## src/rtl/clk_div_sched.sv

```systemverilog
// Programmable clock-enable divider with glitch-free config scheduling at period boundaries.
// Optional PERIOD_CNT counter is built only when CLK_DIV_SCHED_PERIOD_CNT_EN is defined.
module clk_div_sched #(
  parameter int DIV_WIDTH   = 16,
  parameter int DEFAULT_DIV = 15,
  parameter int CNT_WIDTH   = 32
) (
  input  logic                 CLK,
  input  logic                 RST,
  input  logic                 EN,
  input  logic [DIV_WIDTH-1:0] CFG_DIV,
  input  logic                 CFG_VALID,
  output logic                 CFG_READY,
  output logic                 CFG_ERR,
  output logic                 OUT_SIG,
  output logic                 OUT_TICK,
  output logic [DIV_WIDTH-1:0] ACTIVE_DIV,
  output logic [CNT_WIDTH-1:0] PERIOD_CNT
);

  typedef enum logic [1:0] {IDLE, RUN, PEND} state_t;

  state_t               state, state_nxt;
  logic [DIV_WIDTH-1:0] cnt, cnt_nxt;
  logic [DIV_WIDTH-1:0] active_div, div_nxt;
  logic [DIV_WIDTH-1:0] pend_div, pend_nxt;
  logic                 cfg_err, err_nxt;

  logic running;
  logic wrap;
  logic cfg_acc;
  logic cfg_ok;

  assign running = (state != IDLE);
  assign wrap    = running && (cnt == active_div - DIV_WIDTH'(1));
  assign cfg_acc = CFG_VALID && CFG_READY;
  assign cfg_ok  = cfg_acc && (CFG_DIV >= DIV_WIDTH'(2));

  // Ready drops combinationally with RST so nothing is accepted during reset.
  assign CFG_READY  = !RST && (state != PEND);
  assign CFG_ERR    = cfg_err;
  assign OUT_SIG    = running && (cnt <= (active_div >> 1));
  assign OUT_TICK   = running && (cnt == '0);
  assign ACTIVE_DIV = active_div;

  always_ff @(posedge CLK) begin
    if (RST) begin
      state      <= IDLE;
      cnt        <= '0;
      active_div <= DIV_WIDTH'(DEFAULT_DIV);
      pend_div   <= DIV_WIDTH'(DEFAULT_DIV);
      cfg_err    <= 1'b0;
    end else begin
      state      <= state_nxt;
      cnt        <= cnt_nxt;
      active_div <= div_nxt;
      pend_div   <= pend_nxt;
      cfg_err    <= err_nxt;
    end
  end

  always_comb begin
    state_nxt = state;
    cnt_nxt   = cnt;
    div_nxt   = active_div;
    pend_nxt  = pend_div;
    err_nxt   = cfg_acc && !cfg_ok;
    case (state)
      IDLE: begin
        cnt_nxt = '0;
        if (cfg_ok) div_nxt = CFG_DIV;
        if (EN) state_nxt = RUN;
      end
      RUN: begin
        if (wrap) begin
          // A config accepted on the wrap edge takes effect for the new period directly.
          cnt_nxt   = '0;
          if (cfg_ok) div_nxt = CFG_DIV;
          state_nxt = EN ? RUN : IDLE;
        end else begin
          cnt_nxt = cnt + DIV_WIDTH'(1);
          if (cfg_ok) begin
            pend_nxt  = CFG_DIV;
            state_nxt = PEND;
          end
        end
      end
      PEND: begin
        if (wrap) begin
          cnt_nxt   = '0;
          div_nxt   = pend_div;
          state_nxt = EN ? RUN : IDLE;
        end else begin
          cnt_nxt = cnt + DIV_WIDTH'(1);
        end
      end
      default: begin
        state_nxt = IDLE;
        cnt_nxt   = '0;
      end
    endcase
  end

`ifdef CLK_DIV_SCHED_PERIOD_CNT_EN
  logic [CNT_WIDTH-1:0] period_cnt;
  logic                 pc_clr;

  assign pc_clr     = (state == IDLE) && EN;
  assign PERIOD_CNT = period_cnt;

  // Saturates at all-ones rather than wrapping.
  always_ff @(posedge CLK) begin
    if (RST || pc_clr) begin
      period_cnt <= '0;
    end else if (wrap && (period_cnt != '1)) begin
      period_cnt <= period_cnt + CNT_WIDTH'(1);
    end
  end
`else
  assign PERIOD_CNT = '0;
`endif

endmodule

```

## config.mk

```make
export PLATFORM = sky130hd
export DESIGN_NAME = clk_div_sched
export DESIGN_NICKNAME = d
export VERILOG_FILES = /design/src/rtl/clk_div_sched.sv
export SDC_FILE = /design/constraint.sdc
export NUM_CORES = 1
export LEC_CHECK = 0
export BUFFER_PORTS_ARGS = -buffer_cell sky130_fd_sc_hd__buf_4
export CAP_MARGIN = 20
export CELL_PAD_IN_SITES_DETAIL_PLACEMENT = 1
export CELL_PAD_IN_SITES_GLOBAL_PLACEMENT = 1
export CORE_ASPECT_RATIO = 1.25
export CORE_MARGIN = 2
export CORE_UTILIZATION = 47
export CTS_BUF_LIST = sky130_fd_sc_hd__clkbuf_4 sky130_fd_sc_hd__clkbuf_8
export CTS_CLUSTER_DIAMETER = 120
export DETAILED_ROUTE_END_ITERATION = 10
export PLACE_DENSITY = 0.95
export REMOVE_ABC_BUFFERS = 1
export SYNTH_ARGS = -nofsm -noshare
export SYNTH_HDL_FRONTEND = slang
export SYNTH_SLANG_ARGS = --single-unit
```

## constraint.sdc

```tcl
create_clock -name CLK -period 5.43 [get_ports CLK]
set_input_delay 1.629 -clock CLK [delete_from_list [all_inputs] [get_ports CLK]]
set_output_delay 1.629 -clock CLK [all_outputs]
set_load 0.01 [all_outputs]
```

==> metrics.md <==
| Metric | Value |
|---|---|
| Status | `finished, final reports clean` |
| Final Skew | `0.00950 ns` |
| Initial antenna violation count | `0` |
| Worst path required time | `3.80 ns` |
| IO Count | `72` |
| Gr ovfl total | `0` |
| Hold-fix buffers, CTS | `0` |
| Critical Path Sink Type | `output pin` |
| Final Slew Violations | `0` |
| Peak supply drop | `172 uV` |
| Leakage | `1.73 nW` |
| DP HPWL | `8070 um` |
| Max-slew headroom | `31.3%` |
| HP Class | `reg -> reg` |
| Sink Count | `51` |
| Final period util | `79.3%` |
| Most frequent cells in the layout | `51 x dfxtp_1, 40 x buf_4, 34 x nor2_1, 32 x conb_1, 28 x inv_1` |
| Die Wd | `84.8 um` |
| Post-synth EDFFs | `0` |
| PostCTS Resize Cnt | `0` |
| Fmax achieved | `232 MHz` |
| Die ar. | `0.00890 mm^2` |
| Vias | `3336` |
| RR Startpoint | `ACTIVE_DIV[1]` |
| Slew @ Worst Pin | `1.02 ns` |
| Post-synth top flop | `dfxtp_1` |
| CTS buffer count | `5` |
| Filler Cell Count | `943` |
| Total GRT Usage | `24.0%` |
| Final Hold Vio Count | `0` |
| PD cells | `394 mW/mm^2` |
| Reg2reg end | `pend_div[9]` |
| First-pass GRT wire length | `17500 um` |
| Yosys warnings | `0` |
| Sequential share of the synthesized area | `26.6%` |
| # port buffers | `39` |
| Drt wl/cell | `19.1 um` |
| Antenna-violating nets left | `0` |
| Commonest non-fill, non-tap cell in the layout | `dfxtp_1` |
| Startpoint type of the worst setup path | `register` |
| Setup TNS | `0 ns` |
| Reg2reg path depth | `9` |
| CTS Buffer Depth | `2` |
| DRT Pass-1 Iters | `4` |
| Starting Density | `48.9%` |
| Max stage delay cell, worst path | `dfxtp_1` |
| Post-synthesis register bit count | `51` |
| Setup CP Type | `reg -> out` |
| R2R setup slack | `1.93 ns` |
| CP most frequent cell | `o21a_1` |
| WL final | `10700 um` |
| GP Congestion | `0.887` |
| Cell Area, Placed | `0.00399 mm^2` |
| RSZ-0062 raised after global routing | `false` |
| Async set-or-reset flop fraction in the synthesized netlist | `0%` |
| Initial drt markers | `198` |
| Max-Cap Viols | `0` |
| Nets | `507` |
| H-tree Lvls | `2` |
| Diodes inserted | `0` |
| Drc violations | `0` |
| Area growth syn-to-layout | `6.53%` |
| Register area | `0.00102 mm^2` |
| Vias in the first global route | `3523` |
| Root buf cell | `clkbuf_8` |
| Chip Height | `105 um` |
| Multi-input gate area | `0.00245 mm^2` |
| Vias per cell | `5.95` |
| Slowest stage delay, CP | `0.58 ns` |
| TritonCTS clock tree | `built` |
| Bufs and invs on worst path | `2` |
| Crit path max fanout | `10` |
| Fin area | `0.00408 mm^2` |
| Cell Rows | `36` |
| Levels on crit path | `10` |
| Worst-path clk slew | `0.10 ns` |
| Clock Latency Late Sink | `0.32 ns` |
| Post-CTS Setup Bufs | `0` |
| Critical path's top delay family | `compound AO/OA/AOI/OAI gates` |
| Largest net degree at the start of global routing | `51` |
| Worst setup path end | `OUT_SIG` |
| WP data arrival | `2.68 ns` |
| Post-Syn Instances | `443` |
| Crit path time final | `4.31 ns` |
| Distinct cells, synth | `51` |
| Setup Viol. Count Final | `0` |
| CP cell instances | `inv_1 -> ha_1 -> nor2b_1 -> o21a_1 -> o21a_1 -> o211ai_1 -> a21boi_0 -> o21a_1 -> o31ai_1 -> buf_4` |
| Synthesized cell area | `0.00383 mm^2` |
| Synth Area per Inst | `8.65 um^2` |
| Core ar. | `0.00784 mm^2` |
| Fraction of layout cells with a size suffix above 1 | `16.7%` |
| Launch point of the critical path | `ACTIVE_DIV[2]` |
-- stage by stage --
stage          util, %  hold slack (ns)  cells  power, W  worst slack (ns)
2_1_floorplan        -            0.460    418   0.00106              1.72
3_5_place_dp      50.9            0.498    553   0.00136              1.47
4_1_cts           52.1            0.522    561   0.00160              1.12
5_1_grt           52.1            0.560    561   0.00171             0.920
3_3_place_gp      50.9            0.485    553   0.00131              1.49
6_report          52.1            0.519    561   0.00161              1.12
-- Yosys cell counts, types with 7 or more instances --
cell,instances,share of area (%)
nor2b_1,16,2.6
nor4_1,13,2.1
and3_1,8,1.3
xnor2_1,18,4.1
inv_1,28,2.7
mux2_2,19,5.6
nand2_1,15,1.5
nand4_1,11,1.8
ha_1,22,7.2
nand3_1,7,0.91
a211oi_1,26,5.1
clkbuf_1,17,1.7
xor2_1,14,3.2
mux2i_1,10,2.6
buf_4,34,6.7
nor3_1,17,2.2
nor2_1,34,3.3
dfxtp_1,51,27
-- report_power, final --
part | leakage [nW] | total (W) | switching [W] | internal (W)
Combinational | 1.27 | 0.000799 | 0.000464 | 0.000335
Sequential | 0.415 | 0.000570 | 0.000127 | 0.000444
Clock | 0.0489 | 0.000239 | 0.000145 | 0.0000938
-- flip-flops by register name (all words and copies together), names as in the netlist --
name / flops
CFG_ERR: 1
cnt: 16
ACTIVE_DIV: 16
pend_div: 16
state: 2
-- how the worst min path moves through the flow --
stage	startpoint	to	slack (ns)	cells past startpoint
4_1_cts	cnt[0]	cnt[0]	0.52	1
3_5_place_dp	cnt[0]	cnt[0]	0.50	1
2_1_floorplan	cnt[0]	cnt[0]	0.46	1
3_3_place_gp	cnt[0]	cnt[0]	0.48	1
6_report	cnt[0]	cnt[0]	0.52	1
5_1_grt	cnt[0]	cnt[0]	0.56	1
-- layout make-up --
cell class | instances | share of cell area (%)
clock buffer | 5 | 1.69
clock inverter | 3 | 0.551
inverter | 28 | 2.57
multi-input combinational | 339 | 59.9
sequential | 51 | 25.0
tap | 95 | 2.91
timing repair buffer | 40 | 7.35
-- logic make-up after synthesis --
group	after synthesis	synth area share [%]
buffers and inverters	84	12.6
muxes	35	10.5
AOI/OAI and AO/OA	78	15.3
and+or+nand+nor	140	20.3
xor gates and xnor gates	32	7.31
adders and majority gates	22	7.18
other	1	0.0978
DFF	51	26.6
-- layer usage --
metal	vias up	global-route usage (%)	wire, um
li1	1571	-	-
met1	1634	27.2	4300
met4	0	11.5	402
met2	95	43.9	5630
met3	36	2.92	411
met5	-	0	0
(Power assumes the default switching activity.)
